`config.mk`:
```
export PLATFORM = sky130hd
export DESIGN_NAME = pwm_capture_writer
export DESIGN_NICKNAME = d
export VERILOG_FILES = /design/src/rtl/pwm_capture_writer.sv
export SDC_FILE = /design/constraint.sdc
export NUM_CORES = 1
export LEC_CHECK = 0
export BUFFER_PORTS_ARGS = -buffer_cell sky130_fd_sc_hd__clkbuf_2
export CORE_MARGIN = 8
export CORE_UTILIZATION = 52
export CTS_CLUSTER_DIAMETER = 50
export DETAILED_ROUTE_END_ITERATION = 7
export PLACE_DENSITY = 0.84
export SYNTH_ARGS = -nofsm -noshare
export SYNTH_HDL_FRONTEND = slang
export SYNTH_SLANG_ARGS = --single-unit
```
`constraint.sdc`:
```
create_clock -name clk -period 1.9 [get_ports clk]
set_clock_uncertainty 0.2 [all_clocks]
set_input_delay 0.285 -clock clk [delete_from_list [all_inputs] [get_ports clk]]
set_output_delay 0.285 -clock clk [all_outputs]
set_load 0.05 [all_outputs]
```
`src/rtl/pwm_capture_writer.sv`:
```
// PWM-to-sample capture: measures pwm_in duty over each 2^SAMPLE_W-cycle frame
// and writes one saturated sample per frame, at ascending addresses, into one bank.
module pwm_capture_writer #(
  parameter int SAMPLE_W = 8,
  parameter int ADDR_W   = 13
) (
  input  logic                clk,
  input  logic                rst_n,
  input  logic                record,
  input  logic [2:0]          swar_select,
  input  logic                pwm_in,
  output logic                wr_en,
  output logic [2:0]          wr_swar,
  output logic [ADDR_W-1:0]   wr_addr,
  output logic [SAMPLE_W-1:0] wr_data,
  output logic                busy,
  output logic                done
);

  typedef enum logic [1:0] {
    ST_IDLE    = 2'd0,
    ST_CAPTURE = 2'd1,
    ST_DONE    = 2'd2
  } state_t;

  localparam logic [SAMPLE_W-1:0] FRAME_LAST = {SAMPLE_W{1'b1}};
  localparam logic [ADDR_W-1:0]   ADDR_LAST  = {ADDR_W{1'b1}};

  // A full frame of ones counts 2^SAMPLE_W, one more than a sample can hold.
  function automatic logic [SAMPLE_W-1:0] sat_sample(input logic [SAMPLE_W:0] total);
    if (total[SAMPLE_W]) begin
      return {SAMPLE_W{1'b1}};
    end else begin
      return total[SAMPLE_W-1:0];
    end
  endfunction

  state_t                state_q, state_d;
  logic [1:0]            pwm_sync_q;
  logic [SAMPLE_W-1:0]   frame_cnt_q, frame_cnt_d;
  logic [SAMPLE_W:0]     high_cnt_q, high_cnt_d;
  logic [ADDR_W-1:0]     addr_q, addr_d;
  logic                  wr_en_q, wr_en_d;
  logic [2:0]            wr_swar_q, wr_swar_d;
  logic [ADDR_W-1:0]     wr_addr_q, wr_addr_d;
  logic [SAMPLE_W-1:0]   wr_data_q, wr_data_d;
  logic                  busy_q, busy_d;
  logic                  done_q, done_d;
  logic [SAMPLE_W:0]     total_s;

  // Two-flop synchronizer for the asynchronous PWM pin.
  always_ff @(posedge clk or negedge rst_n) begin
    if (!rst_n) begin
      pwm_sync_q <= 2'b00;
    end else begin
      pwm_sync_q <= {pwm_sync_q[0], pwm_in};
    end
  end

  // Next-state, frame counting and write generation.
  always_comb begin
    state_d     = state_q;
    frame_cnt_d = frame_cnt_q;
    high_cnt_d  = high_cnt_q;
    addr_d      = addr_q;
    wr_en_d     = 1'b0;
    wr_swar_d   = wr_swar_q;
    wr_addr_d   = wr_addr_q;
    wr_data_d   = wr_data_q;
    total_s     = high_cnt_q + (SAMPLE_W+1)'(pwm_sync_q[1]);
    case (state_q)
      ST_IDLE: begin
        if (record) begin
          state_d     = ST_CAPTURE;
          frame_cnt_d = {SAMPLE_W{1'b0}};
          high_cnt_d  = {(SAMPLE_W+1){1'b0}};
          addr_d      = {ADDR_W{1'b0}};
          wr_swar_d   = swar_select;
        end else begin
          state_d = ST_IDLE;
        end
      end
      ST_CAPTURE: begin
        if (!record) begin
          state_d = ST_IDLE;
        end else if (wr_en_q && (wr_addr_q == ADDR_LAST)) begin
          // Leave only once the final write is on the bus, so done follows it.
          state_d = ST_DONE;
        end else begin
          frame_cnt_d = frame_cnt_q + SAMPLE_W'(1);
          if (frame_cnt_q == FRAME_LAST) begin
            wr_en_d    = 1'b1;
            wr_addr_d  = addr_q;
            wr_data_d  = sat_sample(total_s);
            high_cnt_d = {(SAMPLE_W+1){1'b0}};
            addr_d     = addr_q + ADDR_W'(1);
          end else begin
            high_cnt_d = total_s;
          end
        end
      end
      ST_DONE: begin
        if (!record) begin
          state_d = ST_IDLE;
        end else begin
          state_d = ST_DONE;
        end
      end
      default: begin
        state_d = ST_IDLE;
      end
    endcase
    busy_d = (state_d == ST_CAPTURE);
    done_d = (state_d == ST_DONE);
  end

  // State, counters and registered outputs.
  always_ff @(posedge clk or negedge rst_n) begin
    if (!rst_n) begin
      state_q     <= ST_IDLE;
      frame_cnt_q <= {SAMPLE_W{1'b0}};
      high_cnt_q  <= {(SAMPLE_W+1){1'b0}};
      addr_q      <= {ADDR_W{1'b0}};
      wr_en_q     <= 1'b0;
      wr_swar_q   <= 3'd0;
      wr_addr_q   <= {ADDR_W{1'b0}};
      wr_data_q   <= {SAMPLE_W{1'b0}};
      busy_q      <= 1'b0;
      done_q      <= 1'b0;
    end else begin
      state_q     <= state_d;
      frame_cnt_q <= frame_cnt_d;
      high_cnt_q  <= high_cnt_d;
      addr_q      <= addr_d;
      wr_en_q     <= wr_en_d;
      wr_swar_q   <= wr_swar_d;
      wr_addr_q   <= wr_addr_d;
      wr_data_q   <= wr_data_d;
      busy_q      <= busy_d;
      done_q      <= done_d;
    end
  end

  assign wr_en   = wr_en_q;
  assign wr_swar = wr_swar_q;
  assign wr_addr = wr_addr_q;
  assign wr_data = wr_data_q;
  assign busy    = busy_q;
  assign done    = done_q;

endmodule
```
After elaboration in Yosys (flattened, before gate mapping)
Index checks and enable logic that the tools add are counted.
W data, S select, Z words.
{ "classes": {"addsub": 3, "n_mul": 0, "n_div": 0, "magnitude_cmp": 0, "eq_ne": 10, "n_shift": 0, "mux": 24, "bitwise_logic": 1, "reduce_logical": 7} }
{ "op_table": {"columns": ["cell", "count"], "rows": [
  ["$mux W13", 4],
  ["$mux W9", 4],
  ["$mux W8", 4],
  ["$pmux W13 S2", 1],
  ["$pmux W9 S2", 1],
  ["$pmux W8 S2", 1],
  ["$add A13 B1 Y13 const B", 1],
  ["$eq A13 B13 Y1 const B", 1],
  ["$add A9 B1 Y9", 1],
  ["$add A8 B1 Y8 const B", 1],
  ["$eq A8 B8 Y1 const B", 1],
  ["$ne A2 B2 Y1 const B", 4],
  ["$reduce_and A4 Y1", 2],
  ["$mux W2", 3],
  ["$pmux W2 S3", 1],
  ["$mux W1", 5],
  ["$reduce_and A5 Y1", 1],
  ["$eq A2 B1 Y1 const B", 2],
  ["$eq A2 B2 Y1 const B", 2],
  ["$logic_not A2 Y1", 1],
  ["$reduce_and A2 Y1", 1],
  ["$reduce_bool A2 Y1", 1],
  ["$logic_and A1 B1 Y1", 1],
  ["$not A1 Y1", 1]
]} }
{ "word_totals": {"ff_bits": 61, "latch_bits": 0, "ramBits": 0, "romBits": 0, "inputBits": 7, "out_inout_bits": 27, "wordCells": 56, "memories": 0} }

Depth between registers and ports, before layout
{ "logic_depth": {"ltp_word": 6, "ltp_mapped": 7, "depth_no_buf": 6} }

Worst setup path after synthesis
OpenSTA, ideal clock, no wires.
{ "synth_timing": {"kind": "register -> register", "from": "register wr_addr_q[1] (netlist: wr_addr[1])", "to": "register addr_q[2]", "setup_ps": 141, "arrival_time_ps": 2009, "required_ps": 1559, "setup_slack_ps": -451, "path_stages_with_launch": 7, "n_path_buf": 2, "synth_period_minus_slack_ps": 2351, "path_cell_list": "dfrtp_1 -> nand4_1 -> or4_4 -> buf_2 -> buf_2 -> nand4_1 -> o221ai_1"} }
{ "synth_via": {"elab_chain_cells": 4} }
{ "synth_rtl": {"columns": ["item", "line_no", "text"], "rows": [
  ["start, declared", "45", "logic [ADDR_W-1:0] wr_addr_q, wr_addr_d;"],
  ["start signal, assigned", "126", "wr_addr_q <= {ADDR_W{1'b0}};"],
  ["start signal, assigned", "137", "wr_addr_q <= wr_addr_d;"],
  ["$eq A13 B13 Y1", "86", "end else if (wr_en_q && (wr_addr_q == ADDR_LAST)) begin"],
  ["$logic_and A1 B1 Y1", "86", null],
  ["$ne A2 B2 Y1 (no line)", null, null],
  ["$reduce_and A5 Y1 (no line)", null, null],
  ["end signal, assigned", "123", "addr_q <= {ADDR_W{1'b0}};"],
  ["end signal, assigned", "134", "addr_q <= addr_d;"],
  ["end, declared", "42", "logic [ADDR_W-1:0] addr_q, addr_d;"]
]} }
No other way between the ends.
A chain may end at the register's enable or synchronous reset.

Worst setup path after layout
{ "layout_timing": {"from": "register frame_cnt_q[1]", "to": "register addr_q[6]"} }
{ "layout_via": {"elab_chain_cells": 3} }
{ "layout_rtl": {"columns": ["item", "line_no", "text"], "rows": [
  ["start, declared", "40", "logic [SAMPLE_W-1:0] frame_cnt_q, frame_cnt_d;"],
  ["start signal, assigned", "121", "frame_cnt_q <= {SAMPLE_W{1'b0}};"],
  ["start signal, assigned", "132", "frame_cnt_q <= frame_cnt_d;"],
  ["$eq A8 B8 Y1", "91", "if (frame_cnt_q == FRAME_LAST) begin"],
  ["$ne A2 B2 Y1 (no line)", null, null],
  ["$reduce_and A5 Y1 (no line)", null, null]
]} }
No other way between the ends.

==> out/qor.yml <==
p_int_w: 0.00222
track_usage_pct: 18.1
worstPathRequired_ns: 1.98
synthMuxAreaShare_pct: 6.91
finalWorstSetupSlack_ns: -0.147
status: "finished with violations"
worstSetupEndpointType: "flip-flop"
yosysWarnings: 0
yosys.area_share.simple_pct: 21.4
leakage_nw: 1.97
clock_sinks: 61
via_per_inst: 5.70
switching_share_pct: 23.1
io_buffers: 33
cp_max_fo: 4
hold_class: "in2reg"
violations: "negative setup slack"
cp_data_arrival_time_ns: 2.12
layout-drive-gt1-share_pct: 44.9
grt_max_degree: 62
finalHoldViolCount: 0
hp-start: "record"
yosys.area_share.adder_pct: 1.71
rows: 27
clockBufferDepth: 2
synth_area_leaders: "dfrtp_1 52%, nand2_1 4.0%, mux2_2 3.8%"
diodes: 0
finalCritPeriodShare_pct: 108
fin_total_pwr_w: 0.00288
p_seq_share_pct: 47.5
slew_headroom_pct: 71.5
powerDensity_nw_per_um2: 696
place_hpwl_um: 5040
ir_drop_mv: 0.700
synth_xor_area_share_pct: 1.20
synth_area_per_cell_um2: 10.7
die_w_um: 91.1
fp.dieH_um: 91.1
stdcell_count: 457
fmax_mhz: 489
synth-seq-cells: 61
syn_nets: 284
synthDominantCellAreaShare_pct: 52.1
fill_cells: 359
period_minus_slack_ns: 2.05
first_pass_iters: 4
multi_input_area_um2: 1470
cts_tree: "built"
place_ws_ns: -0.129
p_sw_w: 0.000666
antenna_found_initial: 0
final_antenna_net_count: 0
area_growth_pct: 41.3
htreeDepth: 3
coreArea_um2: 5470
combPwrFrac_pct: 9.5
clk_pin_slew_ns: 0.07
fin_nets: 392
synthCells: 273
async_reset_ff_share_pct: 100
drv_cap: 0
initial_utilization_pct: 53.6
dieArea_um2: 8300
clk_latency_ns: 0.35
clkPwrFrac_pct: 43.0
overflow: 0
rsz0062_at_grt: "true"
routed_wl_um: 7590
synth_ff_type: "dfrtp_1"
synth_top_family_by_area: "simple AND/OR/NAND/NOR gates"
setup_viol: 30
ys_seq_area_share_pct: 52.1
grt_first_pass_wirelength_um: 12200
drtIter0Drc: 101
synth_edf_count: 0
gp_congestion: 0.835
synth_compound_area_share_pct: 13.4
grt_pass1_vias: 2644
maxSlewViolCount: 0
vias: 2607
tightest_slew_ns: 0.427
drc: 0
numCtsBuffers: 9
mappedNetlistArea_um2: 2930
reg2reg_from: "frame_cnt_q[1]"
cts.root.buffer_cell: "clkbuf_8"
routedWlPerCell_um: 16.6
seq_area_um2: 1540
yosys.area.top_type: "dfrtp_1"
dp.cells: 427
startpoint: "frame_cnt_q[1]"
synth_cell_types: 48
ios: 34
startpoint_type: "flip-flop"
path_class: "reg2reg"
-- what timing repair did --
action	in CTS	in global routing
resized for setup	15	20
endpoints found under the hold margin	65	0
pin swaps	8	8
hold buffers	5	0
buffers inserted	6	4
gates cloned	0	0
endpoints found under the setup margin	38	49
-- flip-flops by register name, summed over array words and instances, names as in the netlist --
register and flops:
wr_en 1, busy 1, wr_addr 13, frame_cnt_q 8, state_q 2, high_cnt_q 9
done 1, addr_q 13, wr_swar 3, wr_data 8, pwm_sync_q 2
-- cells in the final DEF (no fill, tap or decap), types with 3 or more instances in the layout --
master         count
buf_4             56
clkbuf_8          10
dfrtp_1           47
o21a_1             3
a21oi_1            4
a31oi_1            3
and2_1             4
clkbuf_1           3
nor3_1             3
a21oi_2            3
nand2_1           29
xnor2_1            3
dfrtp_2           14
clkbuf_2          33
nor2_1            12
o2bb2ai_2          4
o211ai_1           6
or4_4              3
o21ai_1            4
a2bb2oi_1          7
nand2b_1           5
dlygate4sd3_1      5
and3_1             4
nand3_1           12
nor2b_1            3
buf_6              8
mux2i_1            9
inv_1             12
nand4_1           11
mux2_2            10
o21ai_0            9
-- layout make-up --
cell class                      count  area share (%)
Tap cell                           72            2.17
Multi-Input combinational cell    190            35.4
Clock buffer                       13            3.59
Inverter                           15            1.66
Sequential cell                    61            37.3
Clock inverter                      2            1.45
Timing Repair Buffer              104            18.5
-- power by group through the flow --
| stage | registers [W] | clock network (W) | logic, W |
|---|---|---|---|
| 2_1_floorplan | 0.00142 | 0 | 0.0000825 |
| 3_3_place_gp | 0.00139 | 0 | 0.000220 |
| 3_5_place_dp | 0.00139 | 0 | 0.000230 |
| 4_1_cts | 0.00137 | 0.00126 | 0.000259 |
| 5_1_grt | 0.00137 | 0.00131 | 0.000298 |
| 6_report | 0.00137 | 0.00124 | 0.000274 |
-- synth_stat cells (all sizes together) (5+ instances only) --
cell type	number
nand4	12
a21oi	7
o21ai	15
nand2b	5
inv	14
nor3	6
nand2	32
dfrtp	61
o2bb2ai	5
nand3	14
o211ai	6
a2bb2oi	7
nor2	12
mux2	10
mux2i	9
-- path summary, 6_finish.rpt --
path / end / slack [ns] / depth (start not counted)
max: addr_q[6] / -0.15 / 5
min: state_q[1] / 0.03 / 2
max reg2reg: addr_q[6] / -0.15 / 5
min reg2reg: pwm_sync_q[1] / 0.16 / 0
max in group asynchronous: wr_addr[2] / 0.94 / 3
min in group asynchronous: addr_q[10] / 0.28 / 3
-- cells by family after synthesis --
| kind of cell | after synthesis |
|---|---|
| AO/OA/AOI/OAI | 55 |
| XOR/XNOR | 4 |
| adder cells (fa/ha/maj) | 4 |
| buffers and inverters | 22 |
| flip-flops | 61 |
| multiplexers | 19 |
| AND/OR/NAND/NOR | 108 |
-- stage by stage --
step | hold slack [ns] | area [um2] | setup TNS [ns] | utilization, %
floorplan | -0.211 | 3000 | -8.01 | -
global placement | 0.119 | 3650 | -0.216 | 66.6
detailed placement | 0.119 | 3650 | -2.34 | 66.6
CTS | 0.0150 | 4020 | -1.21 | 73.5
global route | 0.0410 | 4140 | -4.20 | 75.7
finish | 0.0264 | 4140 | -1.29 | 75.7
-- layer usage --
layer | routed length (um) | vias to the layer above | GRT usage (%)
li1 | - | 1216 | -
met1 | 3160 | 1291 | 20.5
met4 | 197 | 0 | 9.96
met5 | 0 | - | 0
met3 | 366 | 19 | 4.53
met2 | 3870 | 81 | 30.7
-- worst max-delay path, stage by stage, from the launching register on --
cell and delay (ns):
dfrtp_1 0.40, ha_4 0.17, nand3_4 0.09, or4_4 0.54, or4_4 0.44, a21oi_2 0.15
No activity file was read; power rests on OpenSTA's default activity.
